--- config.mk ---
export PLATFORM = sky130hd
export DESIGN_NAME = instr_fetch
export DESIGN_NICKNAME = d
export VERILOG_FILES = /design/src/rtl/instr_fetch.sv
export SDC_FILE = /design/constraint.sdc
export NUM_CORES = 1
export LEC_CHECK = 0
export ABC_AREA = 1
export CAP_MARGIN = 20
export CORE_UTILIZATION = 65
export CTS_BUF_LIST = sky130_fd_sc_hd__clkbuf_4
export DETAILED_ROUTE_END_ITERATION = 16
export DONT_BUFFER_PORTS = 1
export MAX_ROUTING_LAYER = met4
export PLACE_DENSITY = 0.8
export SYNTH_ARGS = -nofsm -noshare
export SYNTH_HDL_FRONTEND = slang
export SYNTH_SLANG_ARGS = --single-unit
--- constraint.sdc ---
create_clock -name clk -period 1.8 [get_ports clk]
set_input_delay 0.09 -clock clk [delete_from_list [all_inputs] [get_ports clk]]
set_output_delay 0.09 -clock clk [all_outputs]
set_load 0.005 [all_outputs]
--- src/rtl/instr_fetch.sv ---
// Fetch stage: owns the PC, keeps at most one imem read in flight and holds the returned
// word in a one-entry valid/ready buffer for the decoder. Optional HALT stop: FETCH_HALT_EN.
module instr_fetch #(
    parameter int                ADDR_W   = 32,
    parameter logic [ADDR_W-1:0] RESET_PC = '0
) (
    input  logic              clk,
    input  logic              rst_n,
    output logic              imem_req,
    output logic [ADDR_W-1:0] imem_addr,
    input  logic              imem_rvalid,
    input  logic [31:0]       imem_rdata,
    output logic [31:0]       instr_out,
    output logic [ADDR_W-1:0] pc_out,
    output logic              instr_valid,
    input  logic              id_ready,
    input  logic              flush,
    input  logic [ADDR_W-1:0] branch_target,
    output logic              halted
);
    localparam logic [31:0] NOP_WORD = 32'h0320_0000;

`ifdef FETCH_HALT_EN
    localparam logic [31:0] HALT_WORD = 32'h0100_0000;
    typedef enum logic [2:0] {S_IDLE, S_FETCH, S_WAIT, S_DRAIN, S_HALTED} state_t;
`else
    typedef enum logic [2:0] {S_IDLE, S_FETCH, S_WAIT, S_DRAIN} state_t;
`endif

    state_t            r_state;
    logic [ADDR_W-1:0] r_pc;
    logic [ADDR_W-1:0] r_pc_out;
    logic [31:0]       r_instr;
    logic              r_valid;
`ifdef FETCH_HALT_EN
    logic              r_halted;
`endif

    logic              w_issue;
    logic              w_xfer;
    logic [ADDR_W-1:0] w_pc_inc;
    logic [ADDR_W-1:0] w_target;

    // A request may only go out when the buffer is empty or being emptied this cycle,
    // so a returning word always has somewhere to land.
    assign w_issue  = (r_state == S_FETCH) & (~r_valid | id_ready);
    assign w_xfer   = r_valid & id_ready;
    assign w_pc_inc = r_pc + ADDR_W'(4);
    assign w_target = branch_target & ~(ADDR_W'(3));

    always_ff @(posedge clk or negedge rst_n) begin
        if (!rst_n) begin
            r_state  <= S_IDLE;
            r_pc     <= RESET_PC;
            r_pc_out <= RESET_PC;
            r_instr  <= NOP_WORD;
            r_valid  <= 1'b0;
`ifdef FETCH_HALT_EN
            r_halted <= 1'b0;
`endif
        end else if (flush) begin
            r_pc    <= w_target;
            r_valid <= 1'b0;
`ifdef FETCH_HALT_EN
            r_halted <= 1'b0;
`endif
            // A request already on the bus must still be retired, its data thrown away.
            // DRAIN leaves as soon as that response shows up, even under a repeated flush.
            case (r_state)
                S_WAIT:  r_state <= imem_rvalid ? S_FETCH : S_DRAIN;
                S_DRAIN: r_state <= imem_rvalid ? S_FETCH : S_DRAIN;
                S_FETCH: r_state <= w_issue ? S_DRAIN : S_FETCH;
                default: r_state <= S_FETCH;
            endcase
        end else begin
            if (w_xfer) begin
                r_valid <= 1'b0;
            end
            case (r_state)
                S_IDLE: r_state <= S_FETCH;
                S_FETCH: begin
                    if (w_issue) begin
                        r_state <= S_WAIT;
                    end
                end
                S_WAIT: begin
                    if (imem_rvalid) begin
                        r_instr  <= imem_rdata;
                        r_pc_out <= r_pc;
                        r_valid  <= 1'b1;
                        r_pc     <= w_pc_inc;
                        r_state  <= S_FETCH;
`ifdef FETCH_HALT_EN
                        if (imem_rdata == HALT_WORD) begin
                            r_state  <= S_HALTED;
                            r_halted <= 1'b1;
                        end
`endif
                    end
                end
                S_DRAIN: begin
                    if (imem_rvalid) begin
                        r_state <= S_FETCH;
                    end
                end
                default: r_state <= r_state;
            endcase
        end
    end

    assign imem_req    = w_issue;
    assign imem_addr   = r_pc;
    assign instr_out   = r_instr;
    assign pc_out      = r_pc_out;
    assign instr_valid = r_valid;
`ifdef FETCH_HALT_EN
    assign halted      = r_halted;
`else
    assign halted      = 1'b0;
`endif

endmodule

Word level (Yosys, flattened, before mapping)
Index checks and enable logic that the tools add are counted.

operators by class
  reductions and logical operators = 8
  equality and inequality tests = 5
  mux-type cells = 14
  $lt $le $gt $ge = 0
  add/subtract/negate cells = 1
  shift operators = 0
  divide/modulo/power cells = 0
  multipliers = 0
  bitwise logic cells = 5

operators with widths
  cell                   number
  $mux 32                3
  $add 32x3->32 const B  1
  $mux 3                 3
  $pmux 3 s3             1
  $eq 3x2->1 const B     2
  $reduce_and 3->1       2
  $mux 1                 4
  $mux 2                 2
  $pmux 2 s2             1
  $reduce_bool 2->1      2
  $reduce_bool 4->1      1
  $eq 3x1->1 const B     1
  $logic_not 3->1        1
  $ne 3x1->1 const B     1
  $ne 3x3->1 const B     1
  $and 1x1->1            2
  $not 1->1              2
  $reduce_and 2->1       1
  $reduce_or 2->1        1
  $or 1x1->1             1

word-level totals
  memories = 0
  memory bits (read-only) = 0
  bits in latches = 0
  bits in registers = 100
  output and inout bits = 99
  bits in writable memories = 0

Longest topological paths before layout
Gate-level depths: netlist of the first run.

  depth after elaboration = 6
  mapped depth = 10
  depth with buffers taken out = 10

Worst setup path before layout of the first run
OpenSTA, ideal clock, no wires.

  path type = register to register
  start point = register r_pc[3] (netlist: imem_addr[3])
  end point = register r_pc[24] (netlist: imem_addr[24])
  arrival = 1,294 ps
  cell stages (with the launch flop) = 9
  library setup time = 130 ps
  path slack = 376 ps
  period minus slack after synthesis = 1,424 ps
  cells stage by stage = dfrtp_1 > ha_1 > nand2_2 > nor2_4 > nand3_4 > nor2_1 > nand2_1 > nand3_1 > o211ai_1

between the ends
  word-level cells in the longest chain between the ends = 4

RTL lines
  item                      line  text
  start: declaration        31    logic [ADDR_W-1:0] r_pc;
  start signal: assignment  62    r_pc <= w_target;
  start signal: assignment  91    r_pc <= w_pc_inc;
  $add 32x3->32             48    assign w_pc_inc = r_pc + ADDR_W'(4);
  $mux 32                   87    if (imem_rvalid) begin
  $mux 32                   79    case (r_state)
  $mux 32                   61    end else if (flush) begin

Every way passes these cells. The select of a mux whose other input is x is not followed.
A chain may end at the register's enable or synchronous reset.

Final worst setup path of the first run
  start point = register r_state[0]
  end point = register r_instr[16] (netlist: instr_out[16])

between the ends
  word-level cells in the longest chain between the ends = 2

RTL lines
  item                               line  text
  start: declaration                 30    state_t r_state;
  start signal: assignment           70    S_WAIT: r_state <= imem_rvalid ? S_FETCH : S_DRAIN;
  start signal: assignment           71    S_DRAIN: r_state <= imem_rvalid ? S_FETCH : S_DRAIN;
  start signal: assignment           72    S_FETCH: r_state <= w_issue ? S_DRAIN : S_FETCH;
  $eq 3x2->1                         79
  $reduce_and 3->1 (no source line)  n/a
  end signal: assignment             88    r_instr <= imem_rdata;
  end: declaration                   33    logic [31:0] r_instr;

Every way passes these cells.

==> impl_metrics.csv, run 1 <==
group,metric,value,unit
sta,worst_pin_slew,1.06,ns
sta,setup_slack,0.116,ns
detailed_routing,drt-total-wl,12900,um
final_layout,num-fill-cells,445,
placement,placed_area,4760,um2
detailed_routing,vias_per_cell,5.56,
clock_tree,post_cts_buffers,0,
global_route,grt_usage,36.3,%
synthesis,synth_cell_type_count,36,
global_route,grt_overflow,0,
detailed_routing,drt-pass1-iter-count,6,
detailed_routing,vias,4301,
hold_path,hold_class,"in -> async",
sta,skew,0.0244,ns
clock_tree,cts_buffers,9,
global_route,grt_max_degree,96,
synthesis,yosysWarningCount,0,
setup_path,path_class,"reg -> reg",
placement,dpl.hpwl,7890,um
die,coreArea,6870,um2
detailed_routing,drtIter0Drc,282,
setup_path,worstPathArrival,2.04,ns
die,die_h,86.9,um
sta,fin_crit,1.68,ns
global_route,grt_pass1_wl,20300,um
synthesis,synthCells,606,
setup_path,cp-end-kind,"flip-flop",
global_route,grt_pass1_vias,4256,
power_and_ir_drop,leakage,2.73,nW
detailed_routing,drcViolationCount,0,
clock_tree,postCtsHoldBufs,68,
placement,gp_congestion,0.907,
clock_tree,htree_levels,3,
sta,fin_crit_sh,93.5,%
sta,hold_viol,95,
sta,hold_slack,-0.706,ns
global_route,antenna_found_initial,0,
die,io_pins,168,
synthesis,ys_seq_area_share,50.9,%
clock_tree,cts.sinks,95,
setup_path,start_kind,"flip-flop",
power_and_ir_drop,powerDensity,1150,nW/um2
clock_tree,cts_tree,"done",
power_and_ir_drop,ir_drop,795,uV
sta,final-setup-viol-count,0,
sta,setup_tns,0,ns
final_layout,antenna_cells,0,
synthesis,ys_async_sr_fraction,100,%
final_layout,final_area,5620,um2
sta,rsz0062_at_grt,"no",
synthesis,ys.flop_type,"dfrtp_1",
die,rows,30,
placement,place_ws,0.209,ns
synthesis,yosys_register_bits,95,
synthesis,synth-edff-count,0,
synthesis,synth_area,4680,um2
placement,portBuffers,0,
final_layout,nets,742,
sta,relSlewSlack,29.6,%
job,maxCapViolations,0,
final_layout,layout-drive-gt1-share,7.83,%
clock_tree,clock-root-buffer,"clkbuf_4",
die,start_util,68.2,%
die,die_area,7550,um2
clock_tree,clock_path_buffers,2,
setup_path,r2r-start,"r_state[0]",
final_layout,area.growth.synth_to_final,20.1,%
clock_tree,clock_latency,0.46,ns
detailed_routing,ant_nets,0,
setup_path,required,2.16,ns
die,dieWidth,86.9,um
outcome,run_status,"finished, violations left",
setup_path,rr_worst_depth,8,
setup_path,regToRegEndpoint,"instr_out[16]",
detailed_routing,wl_per_cell,16.7,um
clock_tree,path_clk_slew,0.17,ns
setup_path,rrSetupSlack,0.12,ns
sta,fmax,0.594,GHz
sta,final-max-slew-violation-count,0,
synthesis,synth_area_per_cell,7.73,um2
setup_path,crit_fanout,19,
outcome,violations,"hold timing",
## repair_timing
action / 4_1_cts / 5_1_grt
endpoints found under the hold margin: 164 / 95
gates resized for setup: 0 / 1
setup endpoints to repair: 0 / 36
## logic make-up (layout without fill, tap and decap cells)
group	Yosys count	after routing	synth area share (%)
other	1	5	0.0801
XOR/XNOR	8	8	1.50
AND/OR/NAND/NOR	375	375	34.0
AO/OA/AOI/OAI	51	51	6.25
buffers and inverters	75	142	7.05
flip-flops	95	95	50.9
adder cells (fa/ha/maj)	1	1	0.267
## routing by layer
metal / track usage, % / share of wire, %
met1: 44.7 / 40
met5: - / 0
met2: 57.9 / 49
met3: 8.63 / 8.4
met4: 14.5 / 2.7
## how the worst max path moves through the flow
| stage | startpoint | to | slack, ns | cells after the start |
|---|---|---|---|---|
| after global placement | r_state[0] | imem_addr[11] | 0.27 | 8 |
| after global routing | imem_addr[17] | imem_addr[27] | 0.03 | 9 |
| after CTS | flush | imem_addr[11] | 0.02 | 8 |
| after detailed placement | r_state[0] | instr_out[20] | 0.21 | 8 |
| final | r_state[0] | instr_out[16] | 0.12 | 8 |
| after floorplan | imem_addr[3] | imem_addr[24] | 0.38 | 8 |
## cell type report
type                       instances  area (um2)  area share [%]
sequential                        95        2380            42.4
clock inverter                     7         108            1.91
timing repair buffer              77         776            13.8
tap                               96         120            2.14
inverter                          49         184            3.27
clock buffer                       9        67.6            1.20
multi-input combinational        440        1990            35.3
## where the power goes
part	internal [mW]	total, mW	switching, mW
combinational	0.601	1.45	0.849
sequential	2.90	3.65	0.747
clock	0.592	1.39	0.796
## cells in the final DEF (no fill, tap or decap), drive strengths merged
cell / instances
dfrtp: 92
a21oi: 9
bufinv: 2
clkinvlp: 1
nand4: 6
o21a: 1
dlymetal6s4s: 1
xor2: 7
o21bai: 1
o211ai: 5
a31oi: 1
a22oi: 1
nand2: 248
conb: 5
o22ai: 1
xnor2: 1
buf: 9
o21ai: 29
o221ai: 2
o31ai: 1
nor3: 4
nand3: 27
nand3b: 5
dlygate4sd3: 67
nor2: 85
clkbuf: 9
ha: 1
dfstp: 3
inv: 53
## stage by stage
stage | instances | util (%) | total power [mW]
2_1_floorplan | 610 | - | 4.48
3_3_place_gp | 689 | 69.3 | 4.80
3_5_place_dp | 689 | 69.3 | 4.91
4_1_cts | 773 | 81.8 | 6.42
5_1_grt | 773 | 81.8 | 6.87
6_report | 773 | 81.8 | 6.49
## registers in the layout (all words and copies together), names as in the netlist
| register | cells |
|---|---|
| instr_out | 32 |
| imem_addr | 30 |
| instr_valid | 1 |
| r_state | 2 |
| pc_out | 30 |
## cells in the mapped netlist (all sizes together), types with 2 or more instances
| cell | count | area, um2 |
|---|---|---|
| dfstp | 3 | 78.8 |
| nand3 | 27 | 165 |
| nand2 | 248 | 938 |
| clkbuf | 7 | 26.3 |
| nand3b | 5 | 37.5 |
| o211ai | 5 | 37.5 |
| xor2 | 7 | 61.3 |
| nand4 | 6 | 37.5 |
| dfrtp | 92 | 2300 |
| nor2 | 85 | 382 |
| o221ai | 2 | 17.5 |
| inv | 49 | 184 |
| buf | 19 | 120 |
| a21oi | 9 | 45.0 |
| nor3 | 4 | 31.3 |
| o21ai | 29 | 145 |
## critical path, stage by stage, from the launching register on
cell	delay, ns
dfrtp_1	0.39
inv_1	0.14
nand3_4	0.19
nor2_4	0.18
inv_2	0.07
buf_4	0.21
buf_4	0.23
nand2_1	0.11
nand2_1	0.06
(Power assumes the default switching activity.)
==> run 2: changes to the inputs <==
Settings changed: ABC_AREA 1 to 0.
==> impl_metrics.csv, run 2 <==
group,metric,value,unit
global_route,grt_pass1_vias,3521,
final_layout,num-fill-cells,196,
synthesis,ys_seq_area_share,56.7,%
global_route,antenna_found_initial,0,
setup_path,r2r-start,"imem_addr[20]",
final_layout,nets,526,
placement,dpl.hpwl,5960,um
synthesis,ys.flop_type,"dfrtp_1",
sta,fin_crit,1.95,ns
synthesis,yosys_register_bits,95,
outcome,run_status,"finished, violations left",
synthesis,synthCells,337,
detailed_routing,drcViolationCount,0,
global_route,grt_pass1_wl,17700,um
sta,skew,0.0139,ns
final_layout,largest_reg_flops,32,
synthesis,synth_area,4200,um2
synthesis,synth-edff-count,0,
clock_tree,cts.sinks,95,
synthesis,ys_top_cells_by_count,"dfrtp_1, mux2_2, nand2_1",
global_route,use_met3,12.0,%
die,dieWidth,82.4,um
clock_tree,clock_latency,0.47,ns
global_route,grt_overflow,0,
power_and_ir_drop,ir_drop,1100,uV
final_layout,fin_cells,536,
sta,hold_viol,95,
sta,setup_tns,-0.236,ns
global_route,grt-busiest-layer,"met2",
die,rows,28,
synthesis,yosys.area.top_type,"dfrtp_1",
setup_path,path_class,"reg -> reg",
power_and_ir_drop,leakage,2.41,nW
job,maxCapViolations,0,
die,start_util,69.2,%
placement,placed_area,4420,um2
detailed_routing,drt-pass1-iter-count,5,
sta,setup_slack,-0.148,ns
setup_path,worstPathArrival,2.31,ns
die,io_pins,168,
setup_path,start_kind,"flip-flop",
die,die_area,6780,um2
final_layout,layout_commonest_cell,"dlygate4sd3_1",
setup_path,cp-end-kind,"flip-flop",
clock_tree,clock-root-buffer,"clkbuf_4",
synthesis,synth_cell_type_count,41,
placement,portBuffers,0,
synthesis,ys_async_sr_fraction,100,%
die,coreArea,6060,um2
sta,fmax,0.513,GHz
setup_path,rrSetupSlack,-0.15,ns
final_layout,final_area,5620,um2
sta,rsz0062_at_grt,"yes",
setup_path,required,2.17,ns
final_layout,final_cell_mix,"dlygate4sd3_1, dfrtp_1, mux2_2, nand2_1, buf_4",
global_route,grt_use_met2,62.9,%
synthesis,synth_area_per_cell,12.5,um2
placement,dp.cells,422,
clock_tree,path_clk_slew,0.16,ns
synthesis,yosysWarningCount,0,
sta,fin_crit_sh,108,%
detailed_routing,drtIter0Drc,278,
clock_tree,htree_levels,3,
clock_tree,cts_tree,"done",
outcome,violations,"hold timing, setup timing",
detailed_routing,ant_nets,0,
setup_path,rr_worst_depth,5,
power_and_ir_drop,powerDensity,1120,nW/um2
setup_path,crit_fanout,5,
clock_tree,postCtsHoldBufs,94,
clock_tree,clock_path_buffers,2,
synthesis,ys_top_cells_by_area,"dfrtp_1, mux2_2, nand2_1, o21ai_0, xnor2_1",
sta,hold_slack,-0.709,ns
final_layout,antenna_cells,0,
hold_path,hold_class,"in -> async",
placement,gp_congestion,0.791,
clock_tree,cts_buffers,9,
die,die_h,82.4,um
synthesis,synth_most_common_cell,"dfrtp_1",
sta,final-setup-viol-count,5,
detailed_routing,drt-total-wl,12800,um
detailed_routing,vias,3470,
global_route,grt_max_degree,96,
synthesis,synth_top_area_share,54.9,%
final_layout,layout-drive-gt1-share,28.9,%
detailed_routing,wl_per_cell,23.9,um
global_route,grt_usage,37.8,%
setup_path,regToRegEndpoint,"imem_addr[30]",
final_layout,area.growth.synth_to_final,34.0,%
detailed_routing,vias_per_cell,6.47,
sta,final-max-slew-violation-count,0,
global_route,use_met1,41.3,%
[run 2: cell types whose count changed after synthesis, moves of 6 or more]
| cell | previous run | this run |
|---|---|---|
| nor2_2 | 7 | 0 |
| nand3_1 | 24 | 10 |
| xnor2_1 | 1 | 14 |
| inv_1 | 45 | 3 |
| a21oi_1 | 9 | 1 |
| nor2_4 | 6 | 0 |
| mux2_2 | 0 | 64 |
| xor2_1 | 7 | 14 |
| nand2_1 | 245 | 37 |
| nor2_1 | 72 | 5 |
[run 2: critical path, stage by stage, from the launching register on]
cell     delay [ns]
dfrtp_1        0.50
nand4_1        0.27
or3_1          0.48
nor3_2         0.32
xnor2_1        0.18
o21ai_1        0.08
[run 2: layer usage]
| layer | vias to the layer above | wire length, um |
|---|---|---|
| met1 | 1721 | 4560 |
| met3 | 76 | 1210 |
| met2 | 272 | 6360 |
| met4 | 0 | 690 |
| met5 | - | 0 |
| li1 | 1401 | - |
[run 2: worst max path at each step]
stage / startpoint / end / slack (ns) / cells after the start
3_3_place_gp: r_state[0] / imem_addr[27] / 0.07 / 5
2_1_floorplan: imem_addr[2] / imem_addr[24] / 0.11 / 7
3_5_place_dp: r_state[0] / imem_addr[29] / 0.001 / 6
6_report: imem_addr[20] / imem_addr[30] / -0.15 / 5
4_1_cts: r_state[0] / imem_addr[29] / 0.007 / 6
5_1_grt: imem_addr[26] / imem_addr[30] / -0.19 / 5
[run 2: cells by family after synthesis]
family	count (synthesis)	share of synthesized area, %
xor gates and xnor gates	28	5.84
buffers and inverters	24	3.13
other	1	0.0894
DFF	95	56.7
AOI/OAI and AO/OA	31	3.82
and+or+nand+nor	92	12.7
muxes	65	17.4
adders and majority gates	1	0.298
[run 2: power by group]
part	internal (mW)	switching (mW)
clock network	0.575	0.757
registers	2.90	0.683
logic	0.854	0.541
[run 2: stage by stage]
step / hold slack, ns / total power, mW / worst slack [ns] / util, %
6_report: -0.709 / 6.31 / -0.148 / 92.8
5_1_grt: -0.720 / 6.54 / -0.185 / 92.8
4_1_cts: -0.707 / 6.06 / 0.00708 / 91.4
3_5_place_dp: -0.204 / 4.63 / 0.00133 / 72.9
3_3_place_gp: -0.204 / 4.52 / 0.0708 / 72.9
2_1_floorplan: -0.206 / 4.27 / 0.109 / -
[run 2: repair_timing]
action | 4_1_cts | 5_1_grt
endpoints found under the setup margin | 3 | 14
setup buffers | 1 | 2
cloned | 0 | 1
endpoints found under the hold margin | 160 | 95
pin swaps | 0 | 4
gates resized for setup | 0 | 12
[run 2: layout make-up]
class,count,area (um2),area share (%)
sequential,95,2380,42.4
multi-input combinational,222,1740,31.0
inverter,3,11.3,0.200
timing repair buffer,125,1230,21.9
clock buffer,10,75.1,1.33
clock inverter,6,85.1,1.51
tap,75,93.8,1.67
